===== config.mk =====
export PLATFORM = sky130hd
export DESIGN_NAME = ref_bank_loader_flat
export DESIGN_NICKNAME = d
export VERILOG_FILES = /design/src/rtl/ref_bank_loader_if.sv /design/src/rtl/ref_bank_loader.sv /design/src/flat_wrapper.sv
export SDC_FILE = /design/constraint.sdc
export NUM_CORES = 1
export LEC_CHECK = 0
export ABC_AREA = 1
export BUFFER_PORTS_ARGS = -buffer_cell sky130_fd_sc_hd__buf_2
export CORE_AREA = 2 2 313 315
export DETAILED_ROUTE_END_ITERATION = 7
export DIE_AREA = 0 0 315 317
export PLACE_DENSITY_LB_ADDON = 0.3
export SETUP_SLACK_MARGIN = 0.02
export SYNTH_ARGS = -nofsm -noshare
export SYNTH_HDL_FRONTEND = slang
export SYNTH_SLANG_ARGS = --single-unit

===== constraint.sdc =====
create_clock -name clk -period 1.5 [get_ports clk]
set_clock_uncertainty 0.1 [all_clocks]
set_input_delay 0.15 -clock clk [delete_from_list [all_inputs] [get_ports clk]]
set_output_delay 0.15 -clock clk [all_outputs]
set_load 0.02 [all_outputs]

===== src/rtl/ref_bank_loader_if.sv =====
// Row stream into the reference bank loader.
// One 32-pixel row per beat, valid/ready handshake.
interface ref_bank_loader_if #(
  parameter int PIXEL = 8
);
  logic                 s_valid;
  logic [32*PIXEL-1:0]  s_data;
  logic                 s_ready;

  modport master (
    output s_valid,
    output s_data,
    input  s_ready
  );

  modport slave (
    input  s_valid,
    input  s_data,
    output s_ready
  );
endinterface


===== src/rtl/ref_bank_loader.sv =====
// Write-side controller for the 32-bank circular reference window.
// Optional REF_BANK_LOADER_PIXREV_EN reverses pixel order per row.
module ref_bank_loader #(
  parameter int PIXEL = 8,
  parameter int DEPTH = 96
) (
  input  logic                clk,
  input  logic                rst_n,
  input  logic                start,
  input  logic [9:0]          base_row,
  input  logic [9:0]          num_rows,
  ref_bank_loader_if.slave    s,
  output logic [32*PIXEL-1:0] ref_input,
  output logic [31:0]         Bank_sel,
  output logic [7*32-1:0]     write_address_all,
  output logic                busy,
  output logic                done
);

  localparam logic [9:0] CAP = 10'(8 * DEPTH);

  localparam logic [1:0] S_IDLE = 2'd0;
  localparam logic [1:0] S_LOAD = 2'd1;
  localparam logic [1:0] S_FIN  = 2'd2;

  logic [1:0]          state;
  logic [1:0]          state_nx;
  logic [9:0]          cur_row;
  logic [9:0]          remaining;
  logic [9:0]          base_eff;
  logic [9:0]          num_eff;
  logic                acc;
  logic [2:0]          grp;
  logic [6:0]          addr;
  logic [32*PIXEL-1:0] row_in;

  assign s.s_ready = (state == S_LOAD);
  assign acc       = s.s_valid && s.s_ready;

  assign base_eff = (base_row >= CAP) ? base_row - CAP : base_row;
  assign num_eff  = (num_rows > CAP) ? CAP : num_rows;

  // Rows interleave across the 8 bank groups, address advances every 8 rows
  assign grp  = cur_row[2:0];
  assign addr = cur_row[9:3];

`ifdef REF_BANK_LOADER_PIXREV_EN
  always_comb begin
    row_in = '0;
    for (int i = 0; i < 32; i++) begin
      row_in[PIXEL*i +: PIXEL] = s.s_data[PIXEL*(31-i) +: PIXEL];
    end
  end
`else
  assign row_in = s.s_data;
`endif

  always_comb begin
    state_nx = state;
    unique case (1'b1)
      (state == S_IDLE): begin
        if (start) begin
          state_nx = (num_eff == 10'd0) ? S_FIN : S_LOAD;
        end
      end
      (state == S_LOAD): begin
        if (acc && remaining == 10'd1) begin
          state_nx = S_FIN;
        end
      end
      default: state_nx = S_IDLE;
    endcase
  end

  always_ff @(posedge clk or negedge rst_n) begin
    if (!rst_n) begin
      state             <= S_IDLE;
      cur_row           <= '0;
      remaining         <= '0;
      ref_input         <= '0;
      Bank_sel          <= '0;
      write_address_all <= '0;
      busy              <= 1'b0;
      done              <= 1'b0;
    end else begin
      state    <= state_nx;
      busy     <= (state_nx != S_IDLE);
      done     <= (state_nx == S_FIN);
      Bank_sel <= '0;
      if (state == S_IDLE && start) begin
        cur_row   <= base_eff;
        remaining <= num_eff;
      end
      if (acc) begin
        Bank_sel  <= 32'hF << {grp, 2'b00};
        ref_input <= row_in;
        for (int j = 0; j < 32; j++) begin
          if ((j / 4) == int'(grp)) begin
            write_address_all[7*j +: 7] <= addr;
          end
        end
        cur_row   <= (cur_row == CAP - 10'd1) ? 10'd0 : cur_row + 10'd1;
        remaining <= remaining - 10'd1;
      end
    end
  end

endmodule


===== src/flat_wrapper.sv =====
// flat-port wrapper written by rule: the top's interface ports become plain ports
module ref_bank_loader_flat 
#(
  parameter int PIXEL = 8,
  parameter int DEPTH = 96
)
  (clk, rst_n, start, base_row, num_rows, ref_input, Bank_sel, write_address_all, busy, done, s_s_valid, s_s_data, s_s_ready);
  ref_bank_loader_if #(.PIXEL(PIXEL)) s_i ();
  input  logic clk;
  input  logic rst_n;
  input  logic start;
  input  logic [9:0] base_row;
  input  logic [9:0] num_rows;
  output logic [32*PIXEL-1:0] ref_input;
  output logic [31:0] Bank_sel;
  output logic [7*32-1:0] write_address_all;
  output logic busy;
  output logic done;
  input wire logic [$bits(s_i.s_valid)-1:0] s_s_valid;
  input wire logic [$bits(s_i.s_data)-1:0] s_s_data;
  output wire logic [$bits(s_i.s_ready)-1:0] s_s_ready;
  assign s_i.s_valid = s_s_valid;
  assign s_i.s_data = s_s_data;
  assign s_s_ready = s_i.s_ready;
  ref_bank_loader #(.PIXEL(PIXEL), .DEPTH(DEPTH)) u_core (.clk(clk), .rst_n(rst_n), .start(start), .base_row(base_row), .num_rows(num_rows), .s(s_i), .ref_input(ref_input), .Bank_sel(Bank_sel), .write_address_all(write_address_all), .busy(busy), .done(done));
endmodule

==> run summary <==
POWER
--------------------------------------------------------------------------------
Total Power Consumption                                                 51100 µW
Worst IR Drop VDD                                                        1.00 mV
Leakage                                                                0.0142 µW
Pwr dens                                                             1870 nW/µm²

YOSYS
--------------------------------------------------------------------------------
Post-synthesis async set-or-reset flop share                                100%
Compound-gate portion of the synthesized area                              3.41%
Number of warnings reported in the yosys synthesis log                         0
Number of nets in the synthesized netlist                                   1998
Count of distinct cell types in the synthesized netlist                       28
Most used flip-flop cell after synthesis                            sky130_fd_sc_hd__dfrtp_1
Largest family of logic cells by synthesized area                   simple AND/OR/NAND/NOR gates
Number of flops mapped to enable cells by yosys                                0
Average cell area after synthesis                                       8.71 µm²
Post-Synthesis Cells                                                        1710
Seq/Total Area, Yosys                                                      57.8%
Xor/xnor cell area share of the yosys netlist                                 0%
Share of cell area taken by muxes after synthesis                             0%
Area of the mapped netlist                                             14900 µm²
Synth Area in Simple Gates                                                 25.1%
FF+latch count, synth                                                        344
Post-Synth Adder-Cell Area                                                0.672%

CLOCKING
--------------------------------------------------------------------------------
CTS clock-pin slew for the worst setup and hold paths                    0.06 ns
Clock root cell                                                     sky130_fd_sc_hd__clkbuf_16
Htree depth                                                                    2
Insertion delay of the later-clocked pin in the worst-skew pair          0.56 ns
Clock tree from TritonCTS                                                    yes
Clock tree buffer depth                                                        3
Clock tree sinks                                                             344
TritonCTS Buffers                                                             42

TIMING
--------------------------------------------------------------------------------
Unrepaired setup endpoints after global routing                             true
Hold Worst Slack                                                        0.135 ns
Final period demand of the worst path                                    1.65 ns
Max transition margin                                                      76.1%
Actual transition at the worst max-transition pin                       0.359 ns
Final Max Tran Viols                                                           0
Worst setup slack after layout                                         -0.153 ns
Setup-failing EPs final                                                      312
Share of the clock period used by the worst path after layout               110%
Total count of hold-check failures in the final report                         0
Max Freq                                                                 605 MHz

JOB
--------------------------------------------------------------------------------
Maximum capacitance violations                                                 0

HOLD PATH
--------------------------------------------------------------------------------
Min-delay src                                                              start
Worst hold-check path type                                          primary input to flip-flop

CRITICAL PATH
--------------------------------------------------------------------------------
Worst setup path category                                           flip-flop to flip-flop
Cell type with the highest occurrence count on the critical path    sky130_fd_sc_hd__buf_12
R2r startpoint                                                      u_core.state[1]
Maximum net fanout on the critical path                                        9
Worst path required time                                                 1.84 ns
Setup crit end kind                                                    flip-flop
Cell chain of the critical path                                     inv_2 -> nand2_4 -> nor2_4 -> buf_12 -> inv_12 -> buf_12 -> nor3_4 -> buf_6 -> buf_16 -> a21oi_1
Data arrival time of the critical path                                   2.00 ns
Worst Setup SP                                                      u_core.state[1]
Worst path top cell family by delay                                 buffers and inverters
Kind of launch point of the worst setup path                           flip-flop
Highest-delay cell along the critical path                          sky130_fd_sc_hd__dfrtp_1
Bufs and invs on worst path                                                    6
Largest stage delay on the critical path                                 0.37 ns

DETAILED ROUTING
--------------------------------------------------------------------------------
Via/cell ratio                                                              3.71
Initial DRT Pass Iterations                                                    4
Total via count after detailed routing                                     15000
DRT Wirelength                                                           65.7 mm
Routed Antenna Nets                                                            0
First DRT Iteration DRCs                                                     652
Remaining design rule violation count                                          0
Wirelength per Cell                                                      16.2 µm

FLOORPLANNING
--------------------------------------------------------------------------------
Core Footprint                                                         96300 µm²
Die area                                                               99900 µm²
Initial core utilization                                                   15.5%
Placement row count                                                          114
DIE WIDTH                                                                 315 µm
I/O pins                                                                     795
Die Y                                                                     317 µm

GLOBAL ROUTING
--------------------------------------------------------------------------------
Number of antenna violations at the first check in global routing             11
Total track usage                                                          12.3%
Remaining global-route overflow                                                0
Global-route wire length before repair                                   93.2 mm
Largest net degree at the start of global routing                             61
Via count of the first global-routing pass                                 14700

PLACEMENT
--------------------------------------------------------------------------------
DPL Wire Length                                                          45.9 mm
Count of buffers from port buffering                                         794
Worst slack at placement                                               -0.147 ns
Gp weighted congestion                                                     0.807
Number of instances in the placed design                                    3646

CELLS AND AREA
--------------------------------------------------------------------------------
Count of nets after finishing                                               3038
Number of inserted filler cells in the final layout                        10200
Share of cells above drive strength 1                                      48.5%
Post-route insts no fill                                                    4057
Area Growth Syn to Fin                                                     83.4%

RUN STATUS
--------------------------------------------------------------------------------
Outcome                                                             complete, but fails checks
Violated checks                                                     negative setup slack

==> report_power, final <==
part / internal (µW) / switching, µW
Sequential: 12300 / 2960
Clock: 6130 / 4160
Combinational: 10600 / 15000
==> metrics by stage <==
step	area, µm²	setup TNS (ns)	utilization (%)
3_5_place_dp	20100	-13.35	20.9
2_1_floorplan	15000	-0.122	-
6_report	27300	-23.31	28.4
5_1_grt	27300	-47.81	28.4
4_1_cts	26300	-31.89	27.3
3_3_place_gp	20100	-7.02	20.9
==> cell families (layout without fill, tap and decap cells) <==
group,after synthesis,count (layout)
AO/OA/AOI/OAI,95,95
adder cells (fa/ha/maj),8,8
AND/OR/NAND/NOR,956,956
other,0,2
buffers and inverters,307,1376
flip-flops,344,344
==> final timing paths <==
check / end / slack [ns] / cells past startpoint
min in group asynchronous: u_core.write_address_all[78] / 0.51 / 3
hold / removal: u_core.state[1] / 0.14 / 4
setup reg to reg: u_core.write_address_all[23] / -0.15 / 10
setup / recovery: u_core.write_address_all[23] / -0.15 / 10
hold reg to reg: u_core.ref_input[70] / 0.36 / 2
max in group asynchronous: u_core.ref_input[19] / 0.12 / 5
==> per-layer routing <==
metal,up-vias,global-route usage [%],wire (µm)
li1,7192,-,-
met1,7189,14.9,27100
met2,513,21.4,33000
met3,124,2.83,3440
met4,14,4.17,2140
met5,-,0,98
==> synth_stat cells (2+ instances only) <==
master	n	share of area, %
sky130_fd_sc_hd__clkbuf_1	23	0.58
sky130_fd_sc_hd__nor3_1	3	0.10
sky130_fd_sc_hd__buf_1	11	0.28
sky130_fd_sc_hd__nand3_1	24	0.81
sky130_fd_sc_hd__nor2_1	72	1.8
sky130_fd_sc_hd__nand2_2	2	0.084
sky130_fd_sc_hd__o211ai_1	4	0.20
sky130_fd_sc_hd__ha_1	8	0.67
sky130_fd_sc_hd__nand2_1	835	21
sky130_fd_sc_hd__inv_1	33	0.83
sky130_fd_sc_hd__inv_2	2	0.050
sky130_fd_sc_hd__nand3b_1	2	0.10
sky130_fd_sc_hd__a21oi_1	44	1.5
sky130_fd_sc_hd__buf_2	33	1.1
sky130_fd_sc_hd__nand4_1	10	0.42
sky130_fd_sc_hd__buf_4	197	9.9
sky130_fd_sc_hd__a22oi_1	7	0.35
sky130_fd_sc_hd__nor3_4	5	0.55
sky130_fd_sc_hd__o21ai_0	38	1.3
sky130_fd_sc_hd__clkinv_1	6	0.15
sky130_fd_sc_hd__dfrtp_1	344	58
==> placed cells by master (no fill, tap or decap), types with 3 or more instances in the layout <==
cell type / synthesis / final
sky130_fd_sc_hd__o21ai_1: 0 / 10
sky130_fd_sc_hd__dlygate4sd3_1: 0 / 279
sky130_fd_sc_hd__clkbuf_8: 0 / 7
sky130_fd_sc_hd__nand2_4: 0 / 60
sky130_fd_sc_hd__nand2_1: 835 / 588
sky130_fd_sc_hd__a22oi_1: 7 / 6
sky130_fd_sc_hd__clkinv_1: 6 / 5
sky130_fd_sc_hd__nand2_2: 2 / 189
sky130_fd_sc_hd__inv_2: 2 / 4
sky130_fd_sc_hd__buf_4: 197 / 82
sky130_fd_sc_hd__clkbuf_1: 23 / 11
sky130_fd_sc_hd__buf_12: 0 / 41
sky130_fd_sc_hd__buf_16: 0 / 28
sky130_fd_sc_hd__o21ai_0: 38 / 26
sky130_fd_sc_hd__buf_2: 33 / 703
sky130_fd_sc_hd__dfrtp_1: 344 / 320
sky130_fd_sc_hd__inv_4: 1 / 3
sky130_fd_sc_hd__buf_6: 1 / 101
sky130_fd_sc_hd__nor3_4: 5 / 6
sky130_fd_sc_hd__inv_1: 33 / 28
sky130_fd_sc_hd__o211ai_1: 4 / 4
sky130_fd_sc_hd__nor2_4: 1 / 5
sky130_fd_sc_hd__clkbuf_16: 0 / 53
sky130_fd_sc_hd__nand4_1: 10 / 10
sky130_fd_sc_hd__a21oi_2: 0 / 4
sky130_fd_sc_hd__clkinv_2: 0 / 7
sky130_fd_sc_hd__nor2_1: 72 / 68
sky130_fd_sc_hd__nand3_1: 24 / 23
sky130_fd_sc_hd__buf_8: 0 / 18
sky130_fd_sc_hd__dfrtp_2: 0 / 24
sky130_fd_sc_hd__a21oi_1: 44 / 40
sky130_fd_sc_hd__ha_1: 8 / 6
==> tightest hold or removal path: cells and delay by family <==
| family | cells | cell delay [ns] |
|---|---|---|
| AND/OR/NAND/NOR | 1 | 0.19 |
| AO/OA/AOI/OAI | 1 | 0.10 |
| buffers and inverters | 2 | 0.30 |
==> area by class of cell <==
| class | count | area (µm²) | share of cell area, % |
|---|---|---|---|
| tap | 1276 | 1600 | 5.84 |
| antenna | 2 | 5.00 | 0.0183 |
| timing repair buffer | 1261 | 10200 | 37.2 |
| clock inverter | 10 | 106 | 0.389 |
| sequential | 344 | 8640 | 31.6 |
| clock buffer | 63 | 1260 | 4.63 |
| inverter | 42 | 179 | 0.655 |
| multi-input combinational | 1059 | 5370 | 19.7 |
==> flip-flops by register name (all words and copies together) (netlist names) <==
name	flops
u_core.remaining	10
u_core.state	2
u_core.busy	1
u_core.Bank_sel	8
u_core.ref_input	256
u_core.done	1
u_core.write_address_all	56
u_core.cur_row	10
==> repair_timing <==
item                                    in CTS  in global routing
pin swaps                                   77                 49
gates cloned                                22                  8
setup buffers                               24                  4
endpoints found under the setup margin     499                580
hold endpoints to repair                   623                 12
resized for setup                          395                249
hold buffers                               279                  1
Note: power is estimated with default switching activity, not from simulation.
